`config.mk`:
```
export PLATFORM = sky130hd
export DESIGN_NAME = riscv_muldiv_unit_flat
export DESIGN_NICKNAME = d
export VERILOG_FILES = /design/src/rtl/riscv_muldiv_unit_if.sv /design/src/rtl/riscv_muldiv_unit.sv /design/src/flat_wrapper.sv
export SDC_FILE = /design/constraint.sdc
export NUM_CORES = 2
export LEC_CHECK = 0
export BUFFER_PORTS_ARGS = -buffer_cell sky130_fd_sc_hd__buf_4
export CORE_ASPECT_RATIO = 1.2
export CORE_MARGIN = 2
export CORE_UTILIZATION = 45
export DETAILED_ROUTE_END_ITERATION = 6
export SYNTH_ARGS = -nofsm -noshare
export SYNTH_HDL_FRONTEND = slang
export SYNTH_SLANG_ARGS = --single-unit
export TNS_END_PERCENT = 10
```
`constraint.sdc`:
```
create_clock -name clk -period 9.65 [get_ports clk]
set_input_delay 0.4825 -clock clk [delete_from_list [all_inputs] [get_ports clk]]
set_output_delay 0.4825 -clock clk [all_outputs]
set_load 0.03 [all_outputs]
```
`src/rtl/riscv_muldiv_unit_if.sv`:
```
// rtl/riscv_muldiv_unit_if.sv - issue/result bundle between Execute and the M-extension unit
interface riscv_muldiv_unit_if #(
  parameter int XLEN = 32
);
  logic            StartE;
  logic [2:0]      FunctE;
  logic [XLEN-1:0] SrcAE;
  logic [XLEN-1:0] SrcBE;
  logic            FlushE;
  logic            Busy;
  logic            Done;
  logic [XLEN-1:0] ResultM;

  modport master (
    output StartE, FunctE, SrcAE, SrcBE, FlushE,
    input  Busy, Done, ResultM
  );

  modport slave (
    input  StartE, FunctE, SrcAE, SrcBE, FlushE,
    output Busy, Done, ResultM
  );
endinterface

```
`src/rtl/riscv_muldiv_unit.sv`:
```
// rtl/riscv_muldiv_unit.sv - RV32M/RV64M multiply (fixed latency) and restoring divide unit
module riscv_muldiv_unit #(
  parameter int XLEN       = 32,
  parameter int MUL_STAGES = 2
) (
  input logic                 clk,
  input logic                 reset,
  riscv_muldiv_unit_if.slave  bus
);

  typedef enum logic [2:0] {S_IDLE, S_MUL, S_DIV, S_FIX, S_DONE} state_e;

  localparam int CMAX = (XLEN > MUL_STAGES) ? XLEN : MUL_STAGES;
  localparam int CW   = $clog2(CMAX);
  localparam logic [XLEN-1:0] SMIN = {1'b1, {(XLEN-1){1'b0}}};

  state_e          state_q, state_d;
  logic [CW-1:0]   cnt_q, cnt_d;
  logic [XLEN-1:0] a_q, a_d;
  logic [XLEN-1:0] b_q, b_d;
  logic [XLEN-1:0] rem_q, rem_d;
  logic [1:0]      op_q, op_d;
  logic            qneg_q, qneg_d;
  logic            rneg_q, rneg_d;
  logic [XLEN-1:0] result_q, result_d;
  logic            busy_q, busy_d;
  logic            done_q, done_d;

  // For MUL ops a_q/b_q hold raw operands; for DIV ops they hold magnitudes,
  // and a_q doubles as the quotient shift register.
  logic [2*XLEN-1:0] a_ext, b_ext, prod;
  assign a_ext = {{XLEN{(op_q[1] ^ op_q[0]) & a_q[XLEN-1]}}, a_q};
  assign b_ext = {{XLEN{(op_q == 2'b01) & b_q[XLEN-1]}}, b_q};
  assign prod  = a_ext * b_ext;

  logic            start_ok;
  logic            div_signed;
  logic            a_neg, b_neg;
  logic [XLEN:0]   rem_shift, diff;

  always_comb begin
    state_d    = state_q;
    cnt_d      = cnt_q;
    a_d        = a_q;
    b_d        = b_q;
    rem_d      = rem_q;
    op_d       = op_q;
    qneg_d     = qneg_q;
    rneg_d     = rneg_q;
    result_d   = result_q;
    div_signed = 1'b0;
    a_neg      = 1'b0;
    b_neg      = 1'b0;
    rem_shift  = {rem_q, a_q[XLEN-1]};
    diff       = rem_shift - {1'b0, b_q};
    start_ok   = bus.StartE && !bus.FlushE &&
                 ((state_q == S_IDLE) || (state_q == S_DONE));

    case (state_q)
      S_MUL: begin
        cnt_d = cnt_q - CW'(1);
        if (cnt_q == '0) begin
          state_d  = S_DONE;
          result_d = (op_q == 2'b00) ? prod[XLEN-1:0] : prod[2*XLEN-1:XLEN];
        end
      end
      S_DIV: begin
        cnt_d = cnt_q - CW'(1);
        if (!diff[XLEN]) begin
          rem_d = diff[XLEN-1:0];
          a_d   = {a_q[XLEN-2:0], 1'b1};
        end else begin
          rem_d = rem_shift[XLEN-1:0];
          a_d   = {a_q[XLEN-2:0], 1'b0};
        end
        if (cnt_q == '0) state_d = S_FIX;
      end
      S_FIX: begin
        if (op_q[1]) result_d = rneg_q ? (~rem_q + 1'b1) : rem_q;
        else         result_d = qneg_q ? (~a_q + 1'b1) : a_q;
        state_d = S_DONE;
      end
      S_DONE:  state_d = S_IDLE;
      default: state_d = S_IDLE;
    endcase

    if (start_ok) begin
      op_d = bus.FunctE[1:0];
      if (!bus.FunctE[2]) begin
        a_d     = bus.SrcAE;
        b_d     = bus.SrcBE;
        cnt_d   = CW'(MUL_STAGES - 1);
        state_d = S_MUL;
      end else begin
        div_signed = !bus.FunctE[0];
        a_neg      = div_signed & bus.SrcAE[XLEN-1];
        b_neg      = div_signed & bus.SrcBE[XLEN-1];
        a_d        = a_neg ? (~bus.SrcAE + 1'b1) : bus.SrcAE;
        b_d        = b_neg ? (~bus.SrcBE + 1'b1) : bus.SrcBE;
        rem_d      = '0;
        qneg_d     = a_neg ^ b_neg;
        rneg_d     = a_neg;
        // Divide-by-zero and signed overflow resolve immediately without iterating.
        if (bus.SrcBE == '0) begin
          result_d = bus.FunctE[1] ? bus.SrcAE : '1;
          state_d  = S_DONE;
        end else if (div_signed && (bus.SrcAE == SMIN) && (bus.SrcBE == '1)) begin
          result_d = bus.FunctE[1] ? '0 : bus.SrcAE;
          state_d  = S_DONE;
        end else begin
          cnt_d   = CW'(XLEN - 1);
          state_d = S_DIV;
        end
      end
    end

    if (bus.FlushE) state_d = S_IDLE;

    busy_d = (state_d == S_MUL) || (state_d == S_DIV) || (state_d == S_FIX);
    done_d = (state_d == S_DONE);
  end

  always_ff @(posedge clk or posedge reset) begin
    if (reset) begin
      state_q  <= S_IDLE;
      cnt_q    <= '0;
      a_q      <= '0;
      b_q      <= '0;
      rem_q    <= '0;
      op_q     <= '0;
      qneg_q   <= 1'b0;
      rneg_q   <= 1'b0;
      result_q <= '0;
      busy_q   <= 1'b0;
      done_q   <= 1'b0;
    end else begin
      state_q  <= state_d;
      cnt_q    <= cnt_d;
      a_q      <= a_d;
      b_q      <= b_d;
      rem_q    <= rem_d;
      op_q     <= op_d;
      qneg_q   <= qneg_d;
      rneg_q   <= rneg_d;
      result_q <= result_d;
      busy_q   <= busy_d;
      done_q   <= done_d;
    end
  end

  assign bus.Busy    = busy_q;
  assign bus.Done    = done_q;
  assign bus.ResultM = result_q;

endmodule
```
`src/flat_wrapper.sv`:
```
// flat-port wrapper written by rule: the top's interface ports become plain ports
module riscv_muldiv_unit_flat 
#(
  parameter int XLEN       = 32,
  parameter int MUL_STAGES = 2
)
  (clk, reset, bus_StartE, bus_FunctE, bus_SrcAE, bus_SrcBE, bus_FlushE, bus_Busy, bus_Done, bus_ResultM);
  riscv_muldiv_unit_if #(.XLEN(XLEN)) bus_i ();
  input logic clk;
  input logic reset;
  input wire logic [$bits(bus_i.StartE)-1:0] bus_StartE;
  input wire logic [$bits(bus_i.FunctE)-1:0] bus_FunctE;
  input wire logic [$bits(bus_i.SrcAE)-1:0] bus_SrcAE;
  input wire logic [$bits(bus_i.SrcBE)-1:0] bus_SrcBE;
  input wire logic [$bits(bus_i.FlushE)-1:0] bus_FlushE;
  output wire logic [$bits(bus_i.Busy)-1:0] bus_Busy;
  output wire logic [$bits(bus_i.Done)-1:0] bus_Done;
  output wire logic [$bits(bus_i.ResultM)-1:0] bus_ResultM;
  assign bus_i.StartE = bus_StartE;
  assign bus_i.FunctE = bus_FunctE;
  assign bus_i.SrcAE = bus_SrcAE;
  assign bus_i.SrcBE = bus_SrcBE;
  assign bus_i.FlushE = bus_FlushE;
  assign bus_Busy = bus_i.Busy;
  assign bus_Done = bus_i.Done;
  assign bus_ResultM = bus_i.ResultM;
  riscv_muldiv_unit #(.XLEN(XLEN), .MUL_STAGES(MUL_STAGES)) u_core (.clk(clk), .reset(reset), .bus(bus_i));
endmodule
```
# ---- Word-level counts from Yosys, hierarchy flattened
# Index checks and enable logic that the tools add are counted.
# W data, S select, Z words.
dict set report op_classes {
  div_mod_pow 0
  order_cmp 0
  shifts 0
  n_eq_ne 11
  n_reduce_logical 16
  n_mul 1
  mux 36
  add_sub_neg 6
  bitwise_logic 10
}
# op n
set ops {}
lappend ops {{$mux W32} 21}
lappend ops {{$add A32 B1 Y32 const B} 4}
lappend ops {{$not A32 Y32} 4}
lappend ops {{$eq A32 B32 Y1 const B} 2}
lappend ops {{$mul A33 B33 Y64} 1}
lappend ops {{$pmux W32 S2} 1}
lappend ops {{$sub A33 B32 Y33} 1}
lappend ops {{$logic_not A32 Y1} 1}
lappend ops {{$mux W5} 5}
lappend ops {{$mux W3} 7}
lappend ops {{$eq A3 B2 Y1 const B} 4}
lappend ops {{$pmux W3 S3} 1}
lappend ops {{$eq A3 B1 Y1 const B} 2}
lappend ops {{$eq A3 B3 Y1 const B} 2}
lappend ops {{$logic_not A5 Y1} 1}
lappend ops {{$sub A5 B1 Y5 const B} 1}
lappend ops {{$and A1 B1 Y1} 4}
lappend ops {{$logic_and A1 B1 Y1} 4}
lappend ops {{$logic_not A3 Y1} 1}
lappend ops {{$logic_or A1 B1 Y1} 3}
lappend ops {{$eq A2 B1 Y1 const B} 1}
lappend ops {{$logic_not A1 Y1} 2}
lappend ops {{$logic_not A2 Y1} 1}
lappend ops {{$reduce_and A2 Y1} 1}
lappend ops {{4 further kinds} 5}
dict set report word_totals {
  n_memories 0
  out_inout_bits 34
  inputBits 71
  rom_bits 0
  latch_bits 0
  wordCells 91
  ff_bits 142
  ramBits 0
}

# ---- Depth between registers and ports, before layout
dict set report depth {
  ltp_word 11
  mapped_depth 34
  mapped_depth_nobuf 30
}

# ---- Worst setup path before layout
# OpenSTA, ideal clock, no wires.
dict set report synth_path {
  path_kind {reg2reg}
  from {register u_core.op_q[1]}
  to {register u_core.result_q[31] (netlist: u_core.bus.ResultM[31])}
  setup_slack_ns 0.770
  stages_incl_launch_ff 34
  t_required_ns 9.524
  setup_ns 0.126
  arrival_time_ns 8.754
  synth_period_minus_slack_ns 8.880
  path_buffers 3
  cell_sequence {dfrtp_1 -> clkbuf_1 -> clkinv_1 -> ha_1 -> and2_1 -> clkbuf_1 -> clkbuf_1 -> nand2_1 -> inv_1 -> fa_1 -> inv_1 -> fa_1 -> inv_1 -> fa_1 -> fa_1 -> inv_1 -> fa_1 -> inv_1 -> fa_1 -> inv_1 -> fa_1 -> fa_1 -> inv_1 -> ha_1 -> a21o_1 -> a21oi_1 -> nand2_1 -> nand2_1 -> a31oi_1 -> o41ai_1 -> o21a_1 -> o211ai_1 -> xnor2_1 -> a221o_1}
}
dict set report synth_via {
  elab_chain_len 10
  elab_cells_between_ends 14
  classes_between {mul (1); eq/ne (1); mux (8); bitwise (3); reduce/logical (1)}
}
# element line
set synth_rtl {}
lappend synth_rtl {{from (decl)} riscv_muldiv_unit.sv:22} ;# logic [1:0] op_q, op_d;
lappend synth_rtl {{from (signal assigned)} riscv_muldiv_unit.sv:142} ;# op_q <= op_d;
lappend synth_rtl {{$eq A2 B1 Y1 or $xor A1 B1 Y1 (tied branches)} {riscv_muldiv_unit.sv:33, riscv_muldiv_unit.sv:32}}
lappend synth_rtl {{$and A1 B1 Y1, on equally long branches} {riscv_muldiv_unit.sv:33, riscv_muldiv_unit.sv:32}}
lappend synth_rtl {{$mul A33 B33 Y64} riscv_muldiv_unit.sv:34} ;# assign prod = a_ext * b_ext;
lappend synth_rtl {{$mux W32} riscv_muldiv_unit.sv:64} ;# result_d = (op_q == 2'b00) ? prod[XLEN-1:0] : prod[2*XLEN-1:XLEN];
lappend synth_rtl {{$mux W32} riscv_muldiv_unit.sv:62} ;# if (cnt_q == '0) begin
lappend synth_rtl {{$pmux W32 S2 (*)} riscv_muldiv_unit.sv:59} ;# case (state_q)
lappend synth_rtl {{$mux W32} riscv_muldiv_unit.sv:107} ;# end else if (div_signed && (bus.SrcAE == SMIN) && (bus.SrcBE == '1)) begin
lappend synth_rtl {{$mux W32} riscv_muldiv_unit.sv:104} ;# if (bus.SrcBE == '0) begin
lappend synth_rtl {{$mux W32} riscv_muldiv_unit.sv:89} ;# if (!bus.FunctE[2]) begin
lappend synth_rtl {{$mux W32 (*)} riscv_muldiv_unit.sv:87} ;# if (start_ok) begin
lappend synth_rtl {{named net u_core.result_d[31]} riscv_muldiv_unit.sv:25} ;# logic [XLEN-1:0] result_q, result_d;
lappend synth_rtl {{to (signal assigned)} riscv_muldiv_unit.sv:145} ;# result_q <= result_d;
lappend synth_rtl {{to (decl)} riscv_muldiv_unit.sv:25}
# The timed path passes the listed nets; every way through them passes the cells marked *.
# A chain may end at the register's enable or synchronous reset.

# ---- Worst setup path in the final report
dict set report layout_path {
  from {register u_core.a_q[22]}
  to {register u_core.result_q[31] (netlist: u_core.bus.ResultM[31])}
}
dict set report layout_via {
  elab_chain_len 9
  elab_cells_between_ends 12
  classes_between {add/sub (1); mul (1); mux (9); bitwise (1)}
}
# element line
set layout_rtl {}
lappend layout_rtl {{from (decl)} riscv_muldiv_unit.sv:19} ;# logic [XLEN-1:0] a_q, a_d;
lappend layout_rtl {{from (signal assigned)} riscv_muldiv_unit.sv:127} ;# a_q <= '0;
lappend layout_rtl {{from (signal assigned)} riscv_muldiv_unit.sv:139} ;# a_q <= a_d;
lappend layout_rtl {{parallel branches: the longest is 4 deep, another holds $mul A33 B33 Y64} -}
lappend layout_rtl {{$pmux W32 S2 (*)} riscv_muldiv_unit.sv:59}
lappend layout_rtl {{$mux W32} riscv_muldiv_unit.sv:107}
lappend layout_rtl {{$mux W32} riscv_muldiv_unit.sv:104}
lappend layout_rtl {{$mux W32} riscv_muldiv_unit.sv:89}
lappend layout_rtl {{$mux W32 (*)} riscv_muldiv_unit.sv:87}
lappend layout_rtl {{named net u_core.result_d[31]} riscv_muldiv_unit.sv:25}
# Mark *: on every way through the listed nets, which the timed path passes.

==> flow_summary.yaml <==
sta:
  fin_crit_sh_pct: 93.20
  final_hold_viol_count: 0
  max_freq_mhz: 111.2
  worst_slew_pin_slew_ns: 1.296
  period_minus_slack_ns: 8.994
  fin_tns_setup_ns: 0
  rsz0062_at_grt: "no"
  setup_violations: 0
  drv_slew: 0
  skew_ns: 0.01329
  slew_headroom_pct: 13.60
setup_path:
  slowest_stage: "dfrtp_1"
  cp_common_cell: "fa_1"
  cp.required_ns: 9.99
  crit_type: "reg -> reg"
  crit_path_max_fanout: 18
  critPathLaunchType: "flop"
  crit_path_max_incr_delay_ns: 1.20
  rr_worst_depth: 26
  worstPathArrival_ns: 9.34
  cp-end-kind: "flop"
synth:
  synth_ff_type: "dfrtp_1"
  yosysMostFrequentCell: "inv_1"
  synth_cell_type_count: 81
  yosys-top-cells-count: "1257 x inv_1, 1126 x fa_1, 973 x nand2_1"
  synth_seq_cells: 142
  synth_edf_count: 0
  avgSynthCellArea_um2: 8.648
  synth-warning-count: 0
  yosysTopAreaCellShare_pct: 45.80
  syn-num-nets: 7141
  yosys-top-cells-area: "fa_1 46%, inv_1 9.6%, nand2_1 7.4%, dfrtp_1 7.2%, ha_1 6.4%"
  synth_cells: 5691
  synthArstFlopShare_pct: 100.0
  seq_area_frac_synth_pct: 7.220
  synth_area_um2: 49210
  synth_area_leader_cell: "fa_1"
route:
  vias_per_cell: 5.548
  drtIter0Drc: 2951
  routed_wl_um: 161000
  ant_nets: 0
  wire_per_inst_um: 22.84
  dr.pass1.iters: 6
  drc: 0
  vias: 39100
placement:
  routabilityCongestion: 0.9894
  post-dp-hpwl_um: 133800
  dpl_cell_area_um2: 51670
  portBuffers: 104
  dp.cells: 7013
grt:
  grt_pass1_wl_um: 250000
  grt_max_degree: 94
  overflow: 0
  antenna_found_initial: 9
  grt_pass1_vias: 41660
  grt_util_all_layers_pct: 29.50
clock_tree:
  cts_hold_buf: 0
  clkLatencyLatePin_ns: 0.46
  cts_tree: "built"
  h-tree-depth: 4
  clockRootBuffer: "clkbuf_16"
  cts_buffers: 17
  cts.sinks: 142
  clk_pin_slew_ns: 0.07
  clockBufferDepth: 2
cells_and_area:
  finalNonFillerCells: 7048
  area_delta_synth_final_pct: 6.257
  final_cell_area_um2: 52290
  drive_gt1_share_pct: 5.801
  nets: 7075
  fill_cells: 10350
  seqCellArea_um2: 3553
  multi_input_area_um2: 39680
worst_hold_path:
  hp-class: "in -> async"
die:
  die_area_um2: 112000
  start_util_pct: 45.49
  core_um2: 108200
  rows: 132
  die_w_um: 305.9
  ioPinCount: 105
  die_h_um: 366.3
job:
  drv_cap: 0
outcome:
  status: "finished, final reports clean"
layer usage:
metal  GRT usage (%)  part of all wire, %  wire length, um  vias to the layer above
met2           50.04                   49            79240                     1445
met5               0               0.0062               10                        -
met1           37.33                   39            62490                    20350
met4           13.38                  5.2             8380                        2
met3           4.246                  6.8            10870                      326
li1                -                    -                -                    16980
what timing repair did:
action | CTS | global route
setup buffers | 0 | 0
setup endpoints to repair | 0 | 1
gates resized for setup | 0 | 2
layout by cell type (no fill, tap or decap), types with 6 or more instances in the layout:
cell and instances:
inv_1 1256, fa_1 1125, nand2_1 973, ha_1 253
buf_4 252, and2_1 236, o21ai_0 229, nor2_1 184
a21oi_1 161, dfrtp_1 142, xnor2_1 121, xor2_1 92
a21o_1 43, nand3_1 38, a22oi_1 35, o31ai_1 34
mux2i_1 29, nor3_1 25, nand4_1 25, and3_1 23
nor4_1 20, o21bai_1 20, a31oi_1 19, nand2b_1 19
a211oi_1 19, o211ai_1 19, clkbuf_16 17, o41ai_1 16
or2_2 15, or3_1 14, o21a_1 14, or4_1 12
nor2b_1 10, o221ai_1 10, a221o_1 7, a221oi_1 7
and4_1 6, nand3b_1 6
worst max-delay path, delay by kind of cell, from the launching register on:
| kind | cells | cell delay [ns] |
|---|---|---|
| DFF | 1 | 1.20 |
| AOI/OAI and AO/OA | 6 | 1.78 |
| xor gates and xnor gates | 1 | 0.11 |
| buffers and inverters | 6 | 0.59 |
| and+or+nand+nor | 4 | 0.69 |
| adders and majority gates | 9 | 4.50 |
sequential cells by signal, summed over array words and instances (netlist names):
signal and flops:
u_core.b_q 32, u_core.bus.Busy 1, u_core.cnt_q 5, u_core.rem_q 32
u_core.a_q 32, u_core.qneg_q 1, u_core.rneg_q 1, u_core.bus.Done 1
u_core.state_q 3, u_core.op_q 2, u_core.bus.ResultM 32
stage by stage:
stage,setup slack [ns],hold WS (ns),utilization (%)
final,0.6562,0.1512,48.34
after global routing,0.1661,0.2348,48.33
after floorplan,0.7697,0.5088,-
after CTS,0.5222,0.2175,48.32
after global placement,0.6747,0.5010,47.76
after detailed placement,0.5048,0.5052,47.76
path summary, 6_finish.rpt:
| check | endpoint | slack, ns | from |
|---|---|---|---|
| min reg2reg | u_core.rneg_q | 0.53 | u_core.rneg_q |
| max in group asynchronous | u_core.bus.ResultM[4] | 8.15 | reset |
| max | u_core.bus.ResultM[31] | 0.66 | u_core.a_q[22] |
| max reg2reg | u_core.bus.ResultM[31] | 0.66 | u_core.a_q[22] |
| min | u_core.state_q[2] | 0.15 | reset |
| min in group clk | u_core.qneg_q | 0.23 | bus_FunctE[0] |
cell type report:
cell class,count,share of cell area [%]
flip-flops and latches,142,6.795
inverters,1258,9.040
clock inverters,10,0.3158
repair buffers,255,3.733
diodes,4,0.01914
multi-input cells,3951,75.89
clock buffers,21,0.8422
well taps,1407,3.367
logic make-up after synthesis:
group	count (synthesis)	share of synthesized area, %
simple gates	1629	14.93
fa+ha+maj	1379	52.24
xor+xnor	214	3.808
buf+inv	1598	12.22
flops	142	7.220
compound gates	697	8.929
mux	32	0.6585
Power is left out: the tool's default activity adds up to more than one toggle a clock period on the data nets, which glitch-free logic cannot reach.
